$ cat config.mk
export PLATFORM = sky130hd
export DESIGN_NAME = weight_bank_flat
export DESIGN_NICKNAME = d
export VERILOG_FILES = /design/src/rtl/weight_bank_if.sv /design/src/rtl/weight_bank.sv /design/src/flat_wrapper.sv
export SDC_FILE = /design/constraint.sdc
export NUM_CORES = 2
export LEC_CHECK = 0
export CORE_ASPECT_RATIO = 2
export CORE_UTILIZATION = 50
export DETAILED_ROUTE_END_ITERATION = 7
export GPL_TIMING_DRIVEN = 0
export PLACE_DENSITY = 0.68
export SLEW_MARGIN = 40
export SYNTH_ARGS = -nofsm -noshare
export SYNTH_HDL_FRONTEND = slang
export SYNTH_SLANG_ARGS = --single-unit
$ cat constraint.sdc
create_clock -name clk -period 5 [get_ports clk]
set_input_delay 1 -clock clk [delete_from_list [all_inputs] [get_ports clk]]
set_output_delay 1 -clock clk [all_outputs]
set_load 0.005 [all_outputs]
$ cat src/rtl/weight_bank_if.sv
// weight_bank_if: init/row read-write bundle between the config path and weight_bank
interface weight_bank_if #(
  parameter int W = 10,
  parameter int LANES = 10,
  parameter int ROWS = 10
);
  localparam int ADDR_W = (ROWS > 1) ? $clog2(ROWS) : 1;
  logic init;
  logic [15:0] seed;
  logic we;
  logic [LANES-1:0] wr_mask;
  logic re;
  logic [ADDR_W-1:0] address;
  logic [LANES*W-1:0] d;
  logic [LANES*W-1:0] weight;
  logic valid;
  logic addr_err;
  logic busy;
  logic ready;
  modport master (
    output init, seed, we, wr_mask, re, address, d,
    input  weight, valid, addr_err, busy, ready
  );
  modport slave (
    input  init, seed, we, wr_mask, re, address, d,
    output weight, valid, addr_err, busy, ready
  );
endinterface

$ cat src/rtl/weight_bank.sv
// weight_bank: LFSR-initialised ROWS x LANES signed weight memory with masked row writes and registered reads
module weight_bank #(
  parameter int W = 10,
  parameter int LANES = 10,
  parameter int ROWS = 10,
  parameter int SHIFT = 0
) (
  input logic clk,
  input logic rst_n,
  weight_bank_if.slave bus
);
  localparam int ADDR_W = (ROWS > 1) ? $clog2(ROWS) : 1;
  localparam int LANE_W = (LANES > 1) ? $clog2(LANES) : 1;
  localparam int N = ROWS * LANES;
  localparam int K_W = $clog2(N + 1);
  typedef enum logic [1:0] {IDLE, INIT, READY} state_t;
  state_t state_q, state_d;
  logic [15:0] lfsr_q, lfsr_d;
  logic [K_W-1:0] k_q, k_d;
  logic [LANES*W-1:0] weight_q, weight_d;
  logic valid_q, valid_d;
  logic addr_err_q, addr_err_d;
  logic [W-1:0] mem_q [ROWS][LANES];
  logic [W-1:0] mem_d [ROWS][LANES];
  logic start, addr_ok, rd_acc, wr_acc;
  logic signed [W-1:0] init_w;
  logic [ADDR_W-1:0] init_row;
  logic [LANE_W-1:0] init_lane;
  logic [LANES*W-1:0] row_rd;
  always_comb begin
    start = bus.init && state_q != INIT;
    addr_ok = int'(bus.address) < ROWS;
    rd_acc = state_q == READY && !bus.init && bus.re;
    wr_acc = state_q == READY && !bus.init && bus.we;
    init_w = $signed(lfsr_q[W-1:0]) >>> SHIFT;
    init_row = ADDR_W'(k_q / K_W'(LANES));
    init_lane = LANE_W'(k_q % K_W'(LANES));
    row_rd = '0;
    for (int i = 0; i < LANES; i++) row_rd[i*W +: W] = addr_ok ? mem_q[bus.address][i] : '0;
    mem_d = mem_q;
    if (state_q == INIT) mem_d[init_row][init_lane] = init_w;
    for (int i = 0; i < LANES; i++)
      if (wr_acc && addr_ok && bus.wr_mask[i]) mem_d[bus.address][i] = bus.d[i*W +: W];
    state_d = state_q;
    lfsr_d = lfsr_q;
    k_d = k_q;
    if (start) begin
      state_d = INIT;
      lfsr_d = (bus.seed == '0) ? 16'hACE1 : bus.seed;
      k_d = '0;
    end else if (state_q == INIT) begin
      lfsr_d = {lfsr_q[14:0], lfsr_q[15] ^ lfsr_q[13] ^ lfsr_q[12] ^ lfsr_q[10]};
      k_d = k_q + K_W'(1);
      state_d = (k_q == K_W'(N - 1)) ? READY : INIT;
    end
    valid_d = rd_acc;
    addr_err_d = (rd_acc || wr_acc) && !addr_ok;
    weight_d = rd_acc ? row_rd : weight_q;
  end
  always_ff @(posedge clk or negedge rst_n) begin
    if (!rst_n) begin
      state_q <= IDLE;
      lfsr_q <= 16'h0001;
      k_q <= '0;
      weight_q <= '0;
      valid_q <= 1'b0;
      addr_err_q <= 1'b0;
    end else begin
      state_q <= state_d;
      lfsr_q <= lfsr_d;
      k_q <= k_d;
      weight_q <= weight_d;
      valid_q <= valid_d;
      addr_err_q <= addr_err_d;
    end
  end
  always_ff @(posedge clk) mem_q <= mem_d;
  assign bus.weight = weight_q;
  assign bus.valid = valid_q;
  assign bus.addr_err = addr_err_q;
  assign bus.busy = state_q == INIT;
  assign bus.ready = state_q == READY;
endmodule

$ cat src/flat_wrapper.sv
// flat-port wrapper written by rule: the top's interface ports become plain ports
module weight_bank_flat 
#(
  parameter int W = 10,
  parameter int LANES = 10,
  parameter int ROWS = 10,
  parameter int SHIFT = 0
)
  (clk, rst_n, bus_init, bus_seed, bus_we, bus_wr_mask, bus_re, bus_address, bus_d, bus_weight, bus_valid, bus_addr_err, bus_busy, bus_ready);
  weight_bank_if #(.W(W), .LANES(LANES), .ROWS(ROWS)) bus_i ();
  input logic clk;
  input logic rst_n;
  input wire logic [$bits(bus_i.init)-1:0] bus_init;
  input wire logic [$bits(bus_i.seed)-1:0] bus_seed;
  input wire logic [$bits(bus_i.we)-1:0] bus_we;
  input wire logic [$bits(bus_i.wr_mask)-1:0] bus_wr_mask;
  input wire logic [$bits(bus_i.re)-1:0] bus_re;
  input wire logic [$bits(bus_i.address)-1:0] bus_address;
  input wire logic [$bits(bus_i.d)-1:0] bus_d;
  output wire logic [$bits(bus_i.weight)-1:0] bus_weight;
  output wire logic [$bits(bus_i.valid)-1:0] bus_valid;
  output wire logic [$bits(bus_i.addr_err)-1:0] bus_addr_err;
  output wire logic [$bits(bus_i.busy)-1:0] bus_busy;
  output wire logic [$bits(bus_i.ready)-1:0] bus_ready;
  assign bus_i.init = bus_init;
  assign bus_i.seed = bus_seed;
  assign bus_i.we = bus_we;
  assign bus_i.wr_mask = bus_wr_mask;
  assign bus_i.re = bus_re;
  assign bus_i.address = bus_address;
  assign bus_i.d = bus_d;
  assign bus_weight = bus_i.weight;
  assign bus_valid = bus_i.valid;
  assign bus_addr_err = bus_i.addr_err;
  assign bus_busy = bus_i.busy;
  assign bus_ready = bus_i.ready;
  weight_bank #(.W(W), .LANES(LANES), .ROWS(ROWS), .SHIFT(SHIFT)) u_core (.clk(clk), .rst_n(rst_n), .bus(bus_i));
endmodule
==> impl_metrics.env, run 1 <==
export IMPL_outcome="aborted with a tool error"
export IMPL_root_buffer="clkbuf_16"
export IMPL_synth_compound_area_share_pct=21.1
export IMPL_grt_max_degree=59
export IMPL_ys_seq_elements=1127
export IMPL_place_congestion=1.19
export IMPL_grt_use_total_pct=82.9
export IMPL_cts_buffers=101
export IMPL_start_util_pct=50.6
export IMPL_synth_adder_area_share_pct=0.0900
export IMPL_htree_levels=3
export IMPL_ios=239
export IMPL_cts_sinks=1127
export IMPL_die_w_um=238
export IMPL_haltStage="global routing (5_1_grt)"
export IMPL_syn_inst=6347
export IMPL_ys_top_cells_by_area="dfxtp_1, mux4_2, mux2i_1, dfrtp_1, nor2_1"
export IMPL_synth_area_per_cell_um2=8.76
export IMPL_synth_flop_cell="dfxtp_1"
export IMPL_synth_top_family_by_area="compound AO/OA/AOI/OAI gates"
export IMPL_grt_pass1_vias=73818
export IMPL_synth_top_area_share_pct=36.0
export IMPL_gr_total_overflow=1796
export IMPL_ctsHoldBuffers=0
export IMPL_async_flop_share_pct=11.3
export IMPL_error="[ERROR GRT-0116] Global routing finished with congestion. Check the congestion regions in the DRC Viewer."
export IMPL_ys_seq_area_share_pct=41.7
export IMPL_synth_xor_area_share_pct=0.126
export IMPL_fp_dieH_um=474
export IMPL_clk_path_buf_depth=3
export IMPL_yosys_area_share_simple_pct=17.0
export IMPL_port_buffers=142
export IMPL_synth_top_area_cell="dfxtp_1"
export IMPL_placed_cells=8120
export IMPL_grt_pass1_wl_um=681000
export IMPL_yosysWarnings=0
export IMPL_rows=172
export IMPL_netlist_area_mm2=0.0556
export IMPL_ys_types=89
export IMPL_dp_hpwl_um=300000
export IMPL_synth_area_mux_share_pct=15.4
export IMPL_synth_edf_count=0
export IMPL_synth_nets=6486
-- cells by family after synthesis --
family | after synthesis
simple gates | 2142
compound gates | 1795
flops | 1127
buf+inv | 667
mux | 604
xor+xnor | 8
fa+ha+maj | 4
-- Yosys cell counts, types with 68 or more instances --
library cell / n
dfxtp_1: 1000
nor2_1: 769
nand2_1: 752
clkbuf_1: 434
o21ai_0: 428
mux2i_1: 403
a21oi_1: 399
a31oi_1: 311
nand3_1: 201
mux4_2: 200
buf_1: 136
dfrtp_1: 126
nand4_1: 113
a22oi_1: 101
a222oi_1: 100
nor3_1: 89
o211ai_1: 79
a221o_1: 68
-- routing by layer --
| metal | GRT overflow | GRT usage [%] |
|---|---|---|
| met1 | 35 | 80.5 |
| met5 | 4 | 39.3 |
| met3 | 33 | 68.8 |
| met4 | 555 | 86.0 |
| met2 | 1169 | 99.2 |
-- what timing repair did --
item,4_1_cts
setup buffers,34
setup endpoints to repair,995
gates resized for setup,259
pin swaps,20
endpoints found under the hold margin,0
cloned,2
-- metrics by stage --
| stage | setup WS, ns | utilization [%] | hold slack, ns | TNS [ns] | cell area, µm² |
|---|---|---|---|---|---|
| 4_1_cts | -0.107 | 61.0 | 0.0669 | -1.82 | 67100 |
| 3_5_place_dp | -2.82 | 56.7 | 0.442 | -2020.97 | 62300 |
| 2_1_floorplan | 0.650 | - | 0.420 | 0 | 55600 |
| 3_3_place_gp | -5.13 | 53.5 | 0.430 | -3319.95 | 58900 |
==> run 2: changes to the inputs <==
Settings changed: CORE_ASPECT_RATIO 2 to default, CORE_UTILIZATION 50 to 35, PLACE_DENSITY 0.68 to default, PLACE_DENSITY_LB_ADDON from default to 0.15.
==> impl_metrics.env, run 2 <==
export IMPL_fill_cells=15439
export IMPL_ant_nets=0
export IMPL_cp_end_kind="register"
export IMPL_cts_buffers=136
export IMPL_ir_drop_v=0.000698
export IMPL_grt_use_total_pct=49.2
export IMPL_grt_pass1_wl_um=533000
export IMPL_finalNetCount=7007
export IMPL_final_cell_area_mm2=0.0701
export IMPL_synth_adder_area_share_pct=0.0900
export IMPL_syn_to_final_growth_pct=26.2
export IMPL_endpoint="u_core.mem_q[46]"
export IMPL_placed_cells=8717
export IMPL_synth_xor_area_share_pct=0.126
export IMPL_rows=145
export IMPL_layout_common_cells="dfxtp_1, nand2_1, nor2_1, o21ai_0, mux2i_1"
export IMPL_port_buffers=142
export IMPL_powerDensity_mw_per_mm2=827
export IMPL_grt_max_degree=47
export IMPL_synthTopCellsByCount="dfxtp_1, nor2_1, nand2_1"
export IMPL_rr_startpoint="u_core.k_q[5]"
export IMPL_syn_inst=6347
export IMPL_multi_input_area_mm2=0.0318
export IMPL_synth_area_mux_share_pct=15.4
export IMPL_rr_endpoint="u_core.mem_q[48]"
export IMPL_synth_flop_cell="dfxtp_1"
export IMPL_ys_types=89
export IMPL_rr_worst_depth=17
export IMPL_crit_chain="clkdlybuf4s50_1 -> and3b_1 -> clkbuf_2 -> buf_16 -> clkbuf_2 -> clkbuf_2 -> buf_16 -> nand2_1 -> clkbuf_1 -> nor2_4 -> a31oi_1 -> a21oi_1"
export IMPL_async_flop_share_pct=11.3
export IMPL_crit_required_ns=5.64
export IMPL_tightest_slew_ns=1.05
export IMPL_ios=239
export IMPL_rsz0062_at_grt="true"
export IMPL_worst_path_stages=12
export IMPL_ctsHoldBuffers=0
export IMPL_clk_path_buf_depth=3
export IMPL_fp_dieH_um=401
export IMPL_hp_class="input pin to async pin"
export IMPL_dp_hpwl_um=308000
export IMPL_post_dp_cell_area_mm2=0.0633
export IMPL_crit_buf_inv=7
export IMPL_critPathMaxStageDelay_ns=0.91
export IMPL_crit_type="input pin to register"
export IMPL_vias_per_cell=6.96
export IMPL_synth_compound_area_share_pct=21.1
export IMPL_ys_top_cells_by_area="dfxtp_1, mux4_2, mux2i_1, dfrtp_1, nor2_1"
export IMPL_worstPathArrival_ns=5.90
export IMPL_ys_seq_elements=1127
export IMPL_die_w_um=401
export IMPL_outcome="finished, violations left"
export IMPL_hold_viol_final=0
export IMPL_crit_path_max_fanout=10
export IMPL_yosys_area_share_simple_pct=17.0
export IMPL_leakagePower_nw=28.6
export IMPL_netlist_area_mm2=0.0556
export IMPL_critPathTopFamily="buffers and inverters"
export IMPL_drt_iter0_markers=11479
export IMPL_drive_gt1_share_pct=18.0
export IMPL_htree_levels=4
export IMPL_start_kind="input pin"
export IMPL_dieArea_mm2=0.160
export IMPL_period_needed_ns=5.25
export IMPL_final_max_slew_viol_count=0
export IMPL_synth_top_family_by_area="compound AO/OA/AOI/OAI gates"
export IMPL_yosysWarnings=0
export IMPL_worst_slack_ns=-0.254
export IMPL_via_count=63186
export IMPL_gr_total_overflow=0
export IMPL_drc=5
export IMPL_top_register="u_core.mem_q"
export IMPL_regArea_mm2=0.0232
export IMPL_finalWirelength_um=411000
export IMPL_ys_seq_area_share_pct=41.7
export IMPL_fin_util_pct=44.7
export IMPL_yosysMostFrequentCell="dfxtp_1"
export IMPL_wl_per_cell_um=45.3
export IMPL_worstSetupStartpoint="bus_init"
export IMPL_worst_path_most_repeated_cell="clkbuf_2"
export IMPL_antenna_found_initial=79
export IMPL_cts_sinks=1127
export IMPL_root_buffer="clkbuf_16"
export IMPL_relSlewSlack_pct=30.1
export IMPL_skew_ns=0.0275
export IMPL_synth_area_per_cell_um2=8.76
export IMPL_layout_commonest_cell="dfxtp_1"
export IMPL_synth_edf_count=0
export IMPL_synth_top_area_share_pct=36.0
export IMPL_clkTransAtPathRegs_ns=0.06
export IMPL_drt_pre_antenna_iters=8
export IMPL_period_share_pct=105
export IMPL_cap_violations=0
export IMPL_violations="design-rule violations, negative setup slack"
export IMPL_fmax_mhz=190
export IMPL_crit_slowest_cell="clkdlybuf4s50_1"
export IMPL_grt_pass1_vias=55940
export IMPL_largest_reg_flops=1000
export IMPL_finalNonFillerCells=9082
export IMPL_synth_top_area_cell="dfxtp_1"
export IMPL_place_congestion=1.06
export IMPL_start_util_pct=35.4
export IMPL_synth_nets=6486
export IMPL_clock_latency_ns=0.81
export IMPL_r2r_slack_ns=-0.11
export IMPL_setup_viol=103
export IMPL_core_mm2=0.157
export IMPL_cts_tree="built"
==> run 2: cell counts after synthesis <==
Identical to the previous run, type by type.
==> run 2: cell families (layout without fill, tap and decap cells) <==
group                    after synthesis  in the layout
adder cells (fa/ha/maj)                4              4
AND/OR/NAND/NOR                     2142           2143
AO/OA/AOI/OAI                       1795           1795
buffers and inverters                667           1295
multiplexers                         604            604
flip-flops                          1127           1127
XOR/XNOR                               8              8
other                                  0             48
==> run 2: power by group <==
part	total [mW]	switching, mW	leakage (nW)	internal [mW]
sequential	14.6	2.14	9.85	12.4
clock	10.4	4.42	2.27	6.02
combinational	33.0	24.0	16.5	8.99
==> run 2: worst min-delay path by stage <==
stage	from	end	slack (ns)	depth (start not counted)
finish	rst_n	u_core.bus.weight[4]	0.09	1
global route	rst_n	u_core.bus.weight[4]	0.13	1
CTS	rst_n	u_core.bus.weight[4]	0.09	1
detailed placement	u_core.mem_q[331]	u_core.mem_q[331]	0.44	2
global placement	u_core.mem_q[130]	u_core.mem_q[130]	0.44	1
floorplan	u_core.mem_q[723]	u_core.mem_q[723]	0.42	1
==> run 2: through the flow <==
| stage | setup TNS [ns] | hold WS, ns | total power [mW] | setup WS, ns |
|---|---|---|---|---|
| detailed placement | -2100.66 | 0.442 | 42.3 | -2.94 |
| CTS | 0 | 0.0870 | 54.8 | 0.000107 |
| finish | -4.77 | 0.0889 | 58.0 | -0.254 |
| floorplan | 0 | 0.420 | 25.5 | 0.650 |
| global placement | -3425.17 | 0.437 | 39.6 | -5.51 |
| global route | -0.206 | 0.126 | 57.7 | -0.0373 |
==> run 2: layout make-up <==
class	instances	share of cell area, %
multi-input combinational	4554	45.3
sequential	1127	33.1
timing repair buffer	386	6.57
clock buffer	217	6.01
buffer	634	4.44
tap	2058	3.67
clock inverter	29	0.560
antenna	48	0.171
inverter	29	0.159
==> run 2: routing by layer <==
layer	part of all wire, %	GRT usage (%)
met5	0.20	1.37
met4	8.5	35.3
met1	37	61.1
met2	40	68.2
met3	14	19.8
==> run 2: timing repair <==
action / CTS / global route
pin swaps: 24 / 18
gates resized for setup: 265 / 86
endpoints found under the setup margin: 995 / 550
gates cloned: 1 / 3
setup buffers: 45 / 26
Note: power is estimated with default switching activity, not from simulation.
